## src/rtl/core_pkg.sv

```systemverilog
// Shared core definitions: register-index width and the stall/flush controller state encoding.
package core_pkg;

    localparam int unsigned RegIdxW = 3;

    typedef enum logic [1:0] {
        StRun       = 2'd0,
        StLoadStall = 2'd1,
        StMemStall  = 2'd2
    } hz_state_e;

endpackage

```

## src/rtl/hazard_cmp.sv

```systemverilog
// Combinational load-use detector.
// Flags when the instruction in execute is a load whose destination is read by the instruction
// leaving decode.
//   dec_rsrc1_i/dec_rsrc2_i   : decode source registers
//   dec_src1_used_i/..2_used_i: decode actually reads that source
//   ex_rdst_i                 : execute destination register
//   ex_mem_read_i, ex_wb_en_i : execute is a load that writes the register file
//   load_use_o                : dependent instruction must wait one cycle
module hazard_cmp
    import core_pkg::*;
(
    input  logic [RegIdxW-1:0] dec_rsrc1_i,
    input  logic [RegIdxW-1:0] dec_rsrc2_i,
    input  logic               dec_src1_used_i,
    input  logic               dec_src2_used_i,
    input  logic [RegIdxW-1:0] ex_rdst_i,
    input  logic               ex_mem_read_i,
    input  logic               ex_wb_en_i,
    output logic               load_use_o
);

    logic hit1, hit2;

    assign hit1       = dec_src1_used_i & (dec_rsrc1_i == ex_rdst_i);
    assign hit2       = dec_src2_used_i & (dec_rsrc2_i == ex_rdst_i);
    assign load_use_o = ex_mem_read_i & ex_wb_en_i & (hit1 | hit2);

endmodule

```

## src/rtl/pipe_hazard_ctrl.sv

```systemverilog
// Central stall/flush controller for the 5-stage core.
// State updates on the rising edge so buffer controls are settled before the falling-edge capture.
//   clk, rst                : core clock, synchronous active-high reset
//   i_dec_* / i_ex_*        : decode sources and execute destination for load-use detection
//   i_branch_taken          : execute resolved a taken control transfer
//   i_mem_multi             : mem stage starts a multi-cycle access
//   o_fetch_en, o_fd_*      : PC enable, fetch/decode buffer enable and flush
//   o_dx_en, o_dx_bubble    : decode/ALU buffer enable and control-field bubble
//   o_xm_en                 : ALU/mem buffer enable
//   o_stall_cycles          : saturating count of cycles with fetch disabled
module pipe_hazard_ctrl
    import core_pkg::*;
#(
    parameter int unsigned MemCycles = 2,
    parameter int unsigned CntWidth  = 16
) (
    input  logic                clk,
    input  logic                rst,
    input  logic [RegIdxW-1:0]  i_dec_Rsrc1,
    input  logic [RegIdxW-1:0]  i_dec_Rsrc2,
    input  logic                i_dec_src1_used,
    input  logic                i_dec_src2_used,
    input  logic [RegIdxW-1:0]  i_ex_Rdst,
    input  logic                i_ex_mem_read,
    input  logic                i_ex_wb_en,
    input  logic                i_branch_taken,
    input  logic                i_mem_multi,
    output logic                o_fetch_en,
    output logic                o_fd_en,
    output logic                o_fd_flush,
    output logic                o_dx_en,
    output logic                o_dx_bubble,
    output logic                o_xm_en,
    output logic [CntWidth-1:0] o_stall_cycles
);

    // Frozen cycles still to come after the request cycle.
    localparam logic [3:0] MemLoad = 4'(MemCycles - 2);

    hz_state_e           state_q, state_d;
    logic [3:0]          cnt_q, cnt_d;
    logic [CntWidth-1:0] stall_q, stall_d;
    logic                load_use;

    hazard_cmp u_hazard_cmp (
        .dec_rsrc1_i     (i_dec_Rsrc1),
        .dec_rsrc2_i     (i_dec_Rsrc2),
        .dec_src1_used_i (i_dec_src1_used),
        .dec_src2_used_i (i_dec_src2_used),
        .ex_rdst_i       (i_ex_Rdst),
        .ex_mem_read_i   (i_ex_mem_read),
        .ex_wb_en_i      (i_ex_wb_en),
        .load_use_o      (load_use)
    );

    always_comb begin
        o_fetch_en  = 1'b1;
        o_fd_en     = 1'b1;
        o_fd_flush  = 1'b0;
        o_dx_en     = 1'b1;
        o_dx_bubble = 1'b0;
        o_xm_en     = 1'b1;
        state_d     = state_q;
        cnt_d       = cnt_q;

        if (rst) begin
            // Flush NOPs through the unreset buffers while fetch is held.
            o_fetch_en  = 1'b0;
            o_fd_flush  = 1'b1;
            o_dx_bubble = 1'b1;
            state_d     = StRun;
            cnt_d       = '0;
        end else begin
            unique case (state_q)
                StRun: begin
                    if (i_mem_multi) begin
                        o_fetch_en = 1'b0;
                        o_fd_en    = 1'b0;
                        o_dx_en    = 1'b0;
                        o_xm_en    = 1'b0;
                        cnt_d      = MemLoad;
                        // The request cycle is the first frozen cycle; MemCycles=2 needs no more.
                        state_d    = (MemLoad == 4'd0) ? StRun : StMemStall;
                    end else if (i_branch_taken) begin
                        // The dependent decode instruction is flushed, so load-use is moot.
                        o_fd_flush  = 1'b1;
                        o_dx_bubble = 1'b1;
                    end else if (load_use) begin
                        o_fetch_en  = 1'b0;
                        o_fd_en     = 1'b0;
                        o_dx_bubble = 1'b1;
                        state_d     = StLoadStall;
                    end
                end
                StLoadStall: begin
                    state_d = StRun;
                end
                StMemStall: begin
                    // EX is frozen: branch/load-use are re-presented once back in RUN.
                    o_fetch_en = 1'b0;
                    o_fd_en    = 1'b0;
                    o_dx_en    = 1'b0;
                    o_xm_en    = 1'b0;
                    cnt_d      = cnt_q - 4'd1;
                    if (cnt_d == 4'd0) begin
                        state_d = StRun;
                    end
                end
                default: begin
                    state_d = StRun;
                    cnt_d   = '0;
                end
            endcase
        end
    end

    always_comb begin
        stall_d = stall_q;
        if (!o_fetch_en && (stall_q != {CntWidth{1'b1}})) begin
            stall_d = stall_q + {{(CntWidth-1){1'b0}}, 1'b1};
        end
    end

    always_ff @(posedge clk) begin
        if (rst) begin
            state_q <= StRun;
            cnt_q   <= '0;
            stall_q <= '0;
        end else begin
            state_q <= state_d;
            cnt_q   <= cnt_d;
            stall_q <= stall_d;
        end
    end

    assign o_stall_cycles = stall_q;

endmodule
```

## config.mk

```make
export PLATFORM = sky130hd
export DESIGN_NAME = pipe_hazard_ctrl
export DESIGN_NICKNAME = d
export VERILOG_FILES = /design/src/rtl/core_pkg.sv /design/src/rtl/hazard_cmp.sv /design/src/rtl/pipe_hazard_ctrl.sv
export SDC_FILE = /design/constraint.sdc
export NUM_CORES = 1
export LEC_CHECK = 0
export BUFFER_PORTS_ARGS = -buffer_cell sky130_fd_sc_hd__buf_2
export CAP_MARGIN = 30
export CORE_MARGIN = 4
export CORE_UTILIZATION = 51
export DETAILED_ROUTE_END_ITERATION = 8
export MAX_ROUTING_LAYER = met4
export PLACE_DENSITY = 0.86
export SYNTH_ARGS = -nofsm -noshare
export SYNTH_HDL_FRONTEND = slang
export SYNTH_SLANG_ARGS = --single-unit
```

## constraint.sdc

```tcl
create_clock -name clk -period 3.17 [get_ports clk]
set_input_delay 0.4755 -clock clk [delete_from_list [all_inputs] [get_ports clk]]
set_output_delay 0.4755 -clock clk [all_outputs]
set_load 0.02 [all_outputs]
```

==> results.yml, run 1 <==
floorplanning:
  num_rows: 15
  core_area_sq_um: 1783
  fp.dieArea_sq_um: 2724
  die_x_um: 52.19
  boundaryPins: 39
  start_util: 0.5586
  die_y_um: 52.19
status:
  status: "complete, no violations"
power_and_ir_drop:
  p_comb_frac: 0.172
  seq_power_share: 0.546
  vdd_drop_max_mv: 0.2201
  p_int_mw: 0.2911
  p_sw_mw: 0.1102
  leakage_nw: 0.5125
  power.share.switching: 0.2745
  power.density_nw_per_um2: 329.2
  clkPwrFrac: 0.282
route:
  wl_um: 2258
  dr.pass1.iters: 4
  dr_total_vias: 989
  initialDrtViolationCount: 9
  via_per_inst: 5.375
  detail-route-antenna-nets: 0
  post_drt_wl_per_cell_um: 12.27
  drc: 0
hold_path:
  hp-class: "in -> reg"
critical_path:
  cp_cell_sequence: "ha_1 > and3_1 > nor2b_1 > a21boi_2 > nand2_2 > nor4_1 > mux2_1"
  cp_top_family: "simple AND/OR/NAND/NOR gates"
  crit_buf_inv: 0
  criticalPathCategory: "reg -> reg"
  critPathLaunchType: "flip-flop"
  cp_max_fo: 13
  cpPeakStageDelay_ps: 350
  worst_path_max_delay_cell: "dfxtp_1"
  critPathArrivalTime_ps: 2300
  cp.required_ps: 3340
  end_kind: "flip-flop"
clock_network:
  clock_latency_ps: 280
  cts-resized-gates: 0
  cts_hold_buf: 0
  cts.sinks: 17
  cts.clk_slew.worst_paths_ps: 100
  post_cts_buffers: 0
  clockBufferDepth: 2
  cts_tree: "yes"
  cts_root_buf: "clkbuf_4"
  htreeDepth: 1
  cts_made_buffers: 3
final_layout:
  num-nets-final: 178
  layout_common_cells: "buf_2, dfxtp_1, nor2_1"
  final_common_cell: "buf_2"
  utilization: 0.6835
  area_delta_synth_final_pct: 22.36
  drive_gt1_frac: 0.3145
  diodes: 0
yosys:
  synth_area_sq_um: 996.0
  synth_fp_nets: 139
  yosys_warnings: 0
  synth.distinct_cells: 38
  syn-mean-instance-area_sq_um: 8.231
  synth-main-ff-cell: "dfxtp_1"
  synth-seq-area-share: 0.3417
  synth-seq-cells: 17
  synth_cells: 121
  async_flop_share: 0
  synth_edf_count: 0
global_route:
  grt_max_degree: 25
  grt_usage: 0.1882
  grt_overflow: 0
  grt_first_pass_wirelength_um: 3891
  antenna_found_initial: 0
  grt_pass1_vias: 933
sta:
  fmax_mhz: 470.4
  worst_slew_pin_slew_ps: 432.1
  hold_viol_final: 0
  rsz0062_at_grt: "false"
  min_period_over_period: 0.6706
  finalSetupViolCount: 0
  final.setup.tns_ps: 0
  period_needed_ps: 2126
  report.final.slew_viol_count: 0
  finClkSkew_ps: 5.329
  slew_headroom: 0.7093
place:
  port_buffers: 38
  gp_congestion: 0.8521
  hpwl_um: 1879
flow_run:
  max_cap_violations: 0
==> area by class of cell <==
type | instances | area, sq um
Tap cell | 25 | 31.28
Sequential cell | 17 | 340.3
Timing Repair Buffer | 38 | 190.2
Clock inverter | 1 | 5.005
Fill cell | 161 | 564.3
Clock buffer | 3 | 22.52
Inverter | 3 | 11.26
Multi-Input combinational cell | 97 | 618.1
==> worst paths after layout <==
check	start	endpoint	slack [ps]	cells past startpoint
worst min-delay path	i_branch_taken	state_q[0]$_SDFFE_PP0P_	410	2
worst max-delay path	o_stall_cycles[0]$_SDFFE_PP0P_	o_stall_cycles[15]$_SDFFE_PP0P_	1040	7
worst min register to register	o_stall_cycles[9]$_SDFFE_PP0P_	o_stall_cycles[9]$_SDFFE_PP0P_	510	2
worst max register to register	o_stall_cycles[0]$_SDFFE_PP0P_	o_stall_cycles[15]$_SDFFE_PP0P_	1040	7
==> flip-flops by register name (all words and copies together), names as in the netlist <==
name / count
o_stall_cycles: 16
state_q: 1
==> power groups by stage <==
stage | logic, mW | registers, mW | clock network (mW)
6_report | 0.0688 | 0.219 | 0.113
5_1_grt | 0.0766 | 0.220 | 0.128
4_1_cts | 0.0697 | 0.219 | 0.115
3_5_place_dp | 0.0693 | 0.224 | 0
3_3_place_gp | 0.0681 | 0.224 | 0
2_1_floorplan | 0.0441 | 0.227 | 0
==> stage by stage <==
stage | area (sq um) | hold slack [ps] | instances | worst slack [ps] | power, mW
floorplan | 996.0 | 553.0 | 121 | 1104 | 0.2712
global placement | 1191 | 483.7 | 180 | 1095 | 0.2919
detailed placement | 1191 | 495.3 | 180 | 1026 | 0.2935
CTS | 1219 | 413.0 | 184 | 1042 | 0.4039
global route | 1219 | 416.4 | 184 | 918.8 | 0.4248
finish | 1219 | 411.8 | 184 | 1044 | 0.4012
==> logic make-up after synthesis <==
group | synth area share
mux | 0.03266
buf+inv | 0.03769
fa+ha+maj | 0.01256
xor+xnor | 0.09673
compound gates | 0.1269
simple gates | 0.3518
flops | 0.3417
==> metal layers <==
layer	GRT usage	share of wire
met1	0.2169	0.42
met2	0.3515	0.54
met3	0.03134	0.040
met4	0.02128	0.0027
met5	-	0
==> cells in the mapped netlist (2+ instances only) <==
cell / count / area share
nand3_1: 8 / 0.040
and3_1: 2 / 0.013
or4_1: 5 / 0.038
o21ai_0: 2 / 0.010
nor2b_1: 4 / 0.025
dfxtp_1: 17 / 0.34
inv_1: 2 / 0.0075
xor2_1: 4 / 0.035
nor4_1: 4 / 0.025
nor2_1: 16 / 0.060
nand2_1: 10 / 0.038
clkbuf_1: 2 / 0.0075
o31ai_1: 4 / 0.030
nand4_1: 5 / 0.031
nor3_1: 2 / 0.010
xnor2_1: 7 / 0.062
a21oi_1: 6 / 0.030
Note: power is estimated with default switching activity, not from simulation.
==> inputs of run 2 (changes only) <==
--- a/config.mk
+++ b/config.mk
@@ -8,10 +8,10 @@
 export BUFFER_PORTS_ARGS = -buffer_cell sky130_fd_sc_hd__buf_2
 export CAP_MARGIN = 30
 export CORE_MARGIN = 4
-export CORE_UTILIZATION = 51
+export CORE_UTILIZATION = 43
 export DETAILED_ROUTE_END_ITERATION = 8
 export MAX_ROUTING_LAYER = met4
-export PLACE_DENSITY = 0.86
+export PLACE_DENSITY = 0.78
 export SYNTH_ARGS = -nofsm -noshare
 export SYNTH_HDL_FRONTEND = slang
 export SYNTH_SLANG_ARGS = --single-unit
==> constraint.sdc (replaced) <==
create_clock -name clk -period 1.9 [get_ports clk]
set_input_delay 0.285 -clock clk [delete_from_list [all_inputs] [get_ports clk]]
set_output_delay 0.285 -clock clk [all_outputs]
set_load 0.02 [all_outputs]
==> run 2 against run 1 <==
- critical endpoint unchanged
- non-clock buffer count increased by 9
- worst hold slack got worse by 200 ps
- count of clock-buffer cells in the layout unchanged
- worst setup slack got worse by 970 ps
- largest cell class unchanged
- global-route usage decreased by 3.0 points
- final cell count increased by 6.5%
- power increased by 71%
- highest routed layer unchanged
- via count increased by 4.8%
==> results.yml, run 2 (same netlist as run 1, synthesis figures left out) <==
sta:
  min_period_over_period: 0.9617
  finClkSkew_ps: 5.409
  rsz0062_at_grt: "true"
  hold_viol_final: 0
  finalSetupViolCount: 0
  worst_slew_pin_slew_ps: 401.2
  period_needed_ps: 1827
  slew_headroom: 0.7325
  fmax_mhz: 547.3
  report.final.slew_viol_count: 0
route:
  post_drt_wl_per_cell_um: 12.70
  initialDrtViolationCount: 21
  wl_um: 2490
  dr_total_vias: 1036
  drc: 0
  detail-route-antenna-nets: 0
  via_per_inst: 5.286
  dr.pass1.iters: 4
floorplanning:
  core_area_sq_um: 2212
  num_rows: 17
  fp.dieArea_sq_um: 3150
  start_util: 0.4502
  die_y_um: 56.13
  die_x_um: 56.13
  boundaryPins: 39
final_layout:
  num-nets-final: 187
  layout_common_cells: "buf_2, nor2_1, dfxtp_1"
  final_common_cell: "buf_2"
  area_delta_synth_final_pct: 36.31
  drive_gt1_frac: 0.3988
  utilization: 0.6137
  seq_area_sq_um: 349.1
  multiInputGateArea_sq_um: 676.9
  diodes: 0
  design_area_sq_um: 1358
  largest_reg_flops: 16
  fillers: 202
  instances_no_fill: 196
hold_path:
  min_to: "state_q[0]$_SDFFE_PP0P_"
  worstHoldPathCells: 2
  hp-class: "in -> reg"
  min_from: "i_branch_taken"
place:
  gp_congestion: 0.8289
  dp_cells: 191
  port_buffers: 38
  placed_area_sq_um: 1294
  hpwl_um: 1949
critical_path:
  cp_cell_sequence: "ha_4 > and3_4 > nor2b_4 > a21boi_4 > nand2_4 > nor4_2 > mux2_1"
  cp.required_ps: 2090
  cp_top_family: "simple AND/OR/NAND/NOR gates"
  end_kind: "flip-flop"
  criticalPathCategory: "reg -> reg"
  cpPeakStageDelay_ps: 370
  critPathLaunchType: "flip-flop"
  cp.depth: 7
  reg2reg_depth: 7
  regToRegStartpoint: "o_stall_cycles[0]$_SDFFE_PP0P_"
  critPathArrivalTime_ps: 2010
  cp_max_fo: 11
  crit_buf_inv: 0
  worstReg2RegEnd: "o_stall_cycles[15]$_SDFFE_PP0P_"
  r2r_slack_ps: 70
  worst_path_max_delay_cell: "dfxtp_4"
global_route:
  grt_usage: 0.1582
  grt_first_pass_wirelength_um: 4036
  grt_pass1_vias: 951
  antenna_found_initial: 0
  grt_max_degree: 25
  grt_overflow: 0
power_and_ir_drop:
  vdd_drop_max_mv: 0.4093
  leakage_nw: 0.5814
  totalPowerFinal_mw: 0.6854
  power.density_nw_per_um2: 504.9
clock_network:
  cts.clk_slew.worst_paths_ps: 100
  cts.sinks: 17
  cts_hold_buf: 0
  htreeDepth: 1
  clockBufferDepth: 2
  clock_latency_ps: 290
  cts_made_buffers: 3
  cts_tree: "yes"
  cts_root_buf: "clkbuf_4"
flow_run:
  max_cap_violations: 0
status:
  status: "complete, no violations"
[run 2: cell type report]
| cell class | count | share of cell area |
|---|---|---|
| multi-input combinational | 97 | 0.4986 |
| sequential | 17 | 0.2571 |
| timing repair buffer | 47 | 0.1899 |
| tap | 28 | 0.02581 |
| clock buffer | 3 | 0.01659 |
| inverter | 3 | 0.008295 |
| clock inverter | 1 | 0.003687 |
[run 2: worst max-delay path by stage]
stage	startpoint	end	slack [ps]
after floorplan	o_stall_cycles[1]$_SDFFE_PP0P_	o_stall_cycles[15]$_SDFFE_PP0P_	-9
after global placement	o_stall_cycles[0]$_SDFFE_PP0P_	o_stall_cycles[15]$_SDFFE_PP0P_	100
after detailed placement	o_stall_cycles[14]$_SDFFE_PP0P_	o_stall_cycles[1]$_SDFFE_PP0P_	50
after CTS	o_stall_cycles[0]$_SDFFE_PP0P_	o_stall_cycles[15]$_SDFFE_PP0P_	30
after global routing	o_stall_cycles[9]$_SDFFE_PP0P_	o_stall_cycles[13]$_SDFFE_PP0P_	-10
final	o_stall_cycles[0]$_SDFFE_PP0P_	o_stall_cycles[15]$_SDFFE_PP0P_	70
[run 2: metrics by stage]
stage               setup TNS (ps)  hold WS, ps  setup slack (ps)
detailed placement               0        493.5             48.99
CTS                              0        220.0             27.28
floorplan                   -9.291        362.5            -9.291
global placement                 0        490.8             96.39
finish                           0        210.0             72.72
global route                -48.34        195.6            -13.27
[run 2: power breakdown]
part	internal [mW]	switching, mW
clock network	0.0783	0.111
logic	0.0548	0.0731
registers	0.361	0.00685
[run 2: worst reg2reg max path, stage by stage, from the launching register on]
cell and delay (ps):
dfxtp_4 370, ha_4 160, and3_4 170, nor2b_4 130
a21boi_4 160, nand2_4 110, nor4_2 270, mux2_1 350
[run 2: routing by layer]
layer,vias to the layer above,wire length [um],GRT usage
li1,529,-,-
met1,468,1109,0.1939
met2,33,1197,0.2705
met3,6,141,0.02320
met4,0,42,0.04068
met5,-,0,-
[run 2: what timing repair did]
item / in CTS / in global routing
endpoints found under the setup margin: 0 / 10
resized for setup: 0 / 5
buffers inserted: 0 / 1
==> inputs of run 3 (changes only) <==
--- a/config.mk
+++ b/config.mk
@@ -5,10 +5,11 @@
 export SDC_FILE = /design/constraint.sdc
 export NUM_CORES = 1
 export LEC_CHECK = 0
+export ABC_AREA = 1
 export BUFFER_PORTS_ARGS = -buffer_cell sky130_fd_sc_hd__buf_2
 export CAP_MARGIN = 30
 export CORE_MARGIN = 4
-export CORE_UTILIZATION = 43
+export CORE_UTILIZATION = 45
 export DETAILED_ROUTE_END_ITERATION = 8
 export MAX_ROUTING_LAYER = met4
 export PLACE_DENSITY = 0.78
==> run 3 against run 2 <==
- non-clock buffer count decreased by 7
- utilization decreased by 4.2 points
- via count increased by 22%
- die area increased by 12%
- register-to-register slack improved by 240 ps
- sequential share of layout area decreased by 1.9 points
- critical path type is now reg -> out
- synthesized cell count increased by 73%
- cell area increased by 5.3%
- largest cell class unchanged
- routed wire length decreased by 0.40%
- count of clock-buffer cells in the layout increased by 1
==> results.yml, run 3 <==
clock_network:
  cts.sinks: 17
  cts-resized-gates: 0
  cts_tree: "yes"
  post_cts_buffers: 0
  cts_made_buffers: 3
  cts_hold_buf: 0
  clockBufferDepth: 2
  clock_latency_ps: 280
  cts_root_buf: "clkbuf_4"
  cts.clk_slew.worst_paths_ps: 100
  htreeDepth: 1
critical_path:
  criticalPathCategory: "reg -> out"
  cp.required_ps: 1620
  end_kind: "primary output"
  regToRegStartpoint: "o_stall_cycles[0]$_SDFFE_PP0P_"
  critPathArrivalTime_ps: 1380
  critPathLaunchType: "flip-flop"
  cp_cell_sequence: "nor2_1 > nand3_2 > nand2_4 > nand2_1 > buf_2"
  worst_path_max_delay_cell: "dfxtp_1"
  cp_max_fo: 24
  reg2reg_depth: 10
  worstReg2RegEnd: "o_stall_cycles[8]$_SDFFE_PP0P_"
  cp-endpoint: "o_fd_en"
  startpoint: "state_q[0]$_SDFFE_PP0P_"
  r2r_slack_ps: 310
  cpPeakStageDelay_ps: 330
route:
  detail-route-antenna-nets: 0
  via_per_inst: 4.538
  drc: 0
  wl_um: 2480
  dr_total_vias: 1266
  post_drt_wl_per_cell_um: 8.889
  dr.pass1.iters: 4
  initialDrtViolationCount: 42
place:
  port_buffers: 38
  dp_cells: 275
  hpwl_um: 2023
  gp_congestion: 0.7836
yosys:
  synth.top_cell.area_share: 0.2854
  synthSimpleGateAreaFrac: 0.5173
  synth_top_family_by_area: "simple AND/OR/NAND/NOR gates"
  synth-seq-area-share: 0.2854
  yosysMostFrequentCell: "nand2_1"
  synth-main-ff-cell: "dfxtp_1"
  synth_common_cells: "nand2_1, nor2_1, inv_1"
  yosys-top-cells-area: "dfxtp_1, nand2_1, nor2_1, inv_1, nand3_1"
  synth_area_sq_um: 1192
  synth.distinct_cells: 22
  syn-mean-instance-area_sq_um: 5.705
  muxShareOfSynthArea: 0
  synth-seq-cells: 17
  synth-compound-area-share: 0.05037
  synth_cells: 209
  synth_edf_count: 0
  async_flop_share: 0
  yosysTopAreaCell: "dfxtp_1"
  synthAdderAreaFrac: 0.01049
  synth_fp_nets: 227
  yosys_warnings: 0
  synth_xor_xnor_area_share: 0
final_layout:
  final_common_cell: "nand2_1"
  diodes: 0
  drive_gt1_frac: 0.2369
  area_delta_synth_final_pct: 19.94
  largest_reg_flops: 16
  instances_no_fill: 279
  num-nets-final: 268
  layout_common_cells: "nand2_1, nor2_1, buf_2"
  fillers: 269
sta:
  finalSetupViolCount: 0
  min_period_over_period: 0.8738
  fmax_mhz: 602.3
  rsz0062_at_grt: "false"
  slew_headroom: 0.7637
  report.final.slew_viol_count: 0
  worst_slew_pin_slew_ps: 351.3
  finClkSkew_ps: 1.566
  hold_viol_final: 0
  whs_ps: 186.7
  final.setup.tns_ps: 0
  period_needed_ps: 1660
global_route:
  grt_first_pass_wirelength_um: 4395
  grt_overflow: 0
  grt_max_degree: 25
  grt_usage: 0.1578
  grt_pass1_vias: 1118
  antenna_found_initial: 0
power_and_ir_drop:
  vdd_drop_max_mv: 0.4742
  power.density_nw_per_um2: 482.5
  leakage_nw: 0.7830
hold_path:
  hp-class: "in -> reg"
  worstHoldPathCells: 2
  min_from: "i_mem_multi"
floorplanning:
  fp.dieArea_sq_um: 3537
  die_y_um: 59.48
  core_area_sq_um: 2500
  num_rows: 18
  boundaryPins: 39
  start_util: 0.4770
  die_x_um: 59.48
status:
  status: "complete, no violations"
flow_run:
  max_cap_violations: 0
## run 3: cell count changes in the layout (fill, tap and decap cells not counted), moves of 7 or more
cell / before / now
buf_4: 9 / 2
nor2_1: 16 / 39
inv_1: 2 / 30
nand3_1: 8 / 18
xnor2_1: 7 / 0
nand2_1: 10 / 68
## run 3: critical path: cells and delay by family (launching register included)
kind,cells,cell delay (ps)
DFF,1,330
and+or+nand+nor,4,590
buffers and inverters,1,170
## run 3: final cells by class
type | instances | area [sq um] | area share
multi-input cells | 153 | 689.4 | 0.4821
well taps | 30 | 37.54 | 0.02625
inverters | 35 | 131.4 | 0.09186
repair buffers | 40 | 205.2 | 0.1435
flip-flops and latches | 17 | 340.3 | 0.2380
clock buffers | 4 | 26.28 | 0.01837
## run 3: worst min-delay path by stage
stage                                            endpoint  slack, ps
after floorplan           o_stall_cycles[13]$_SDFFE_PP0P_        350
after global placement            state_q[0]$_SDFFE_PP0P_        490
after detailed placement          state_q[0]$_SDFFE_PP0P_        490
after CTS                         state_q[0]$_SDFFE_PP0P_        180
after global routing              state_q[0]$_SDFFE_PP0P_        190
final                             state_q[0]$_SDFFE_PP0P_        190
## run 3: metrics by stage
stage | instance area [sq um] | util | setup WS [ps] | power (mW)
floorplan | 1192 | - | 340.9 | 0.4644
global placement | 1404 | 0.5616 | 300.1 | 0.5056
detailed placement | 1404 | 0.5616 | 272.5 | 0.5084
CTS | 1430 | 0.5721 | 232.5 | 0.6976
global route | 1430 | 0.5721 | 73.17 | 0.7322
finish | 1430 | 0.5721 | 239.7 | 0.6900
## run 3: cells by family (layout without fill, tap and decap cells)
kind of cell,after synthesis,in the layout
buf+inv,39,79
compound gates,12,12
flops,17,17
fa+ha+maj,1,1
simple gates,140,140
## run 3: metal layers
metal	part of all wire	up-vias	track usage
met4	0.010	0	0.03236
met2	0.46	26	0.2496
met3	0.046	2	0.03050
met1	0.49	529	0.2078
met5	0	-	-
li1	-	709	-
## run 3: power breakdown
group / leakage, nW / internal [mW] / switching, mW
logic: 0.630 / 0.0486 / 0.0804
clock network: 0.0150 / 0.0814 / 0.110
registers: 0.138 / 0.363 / 0.00720
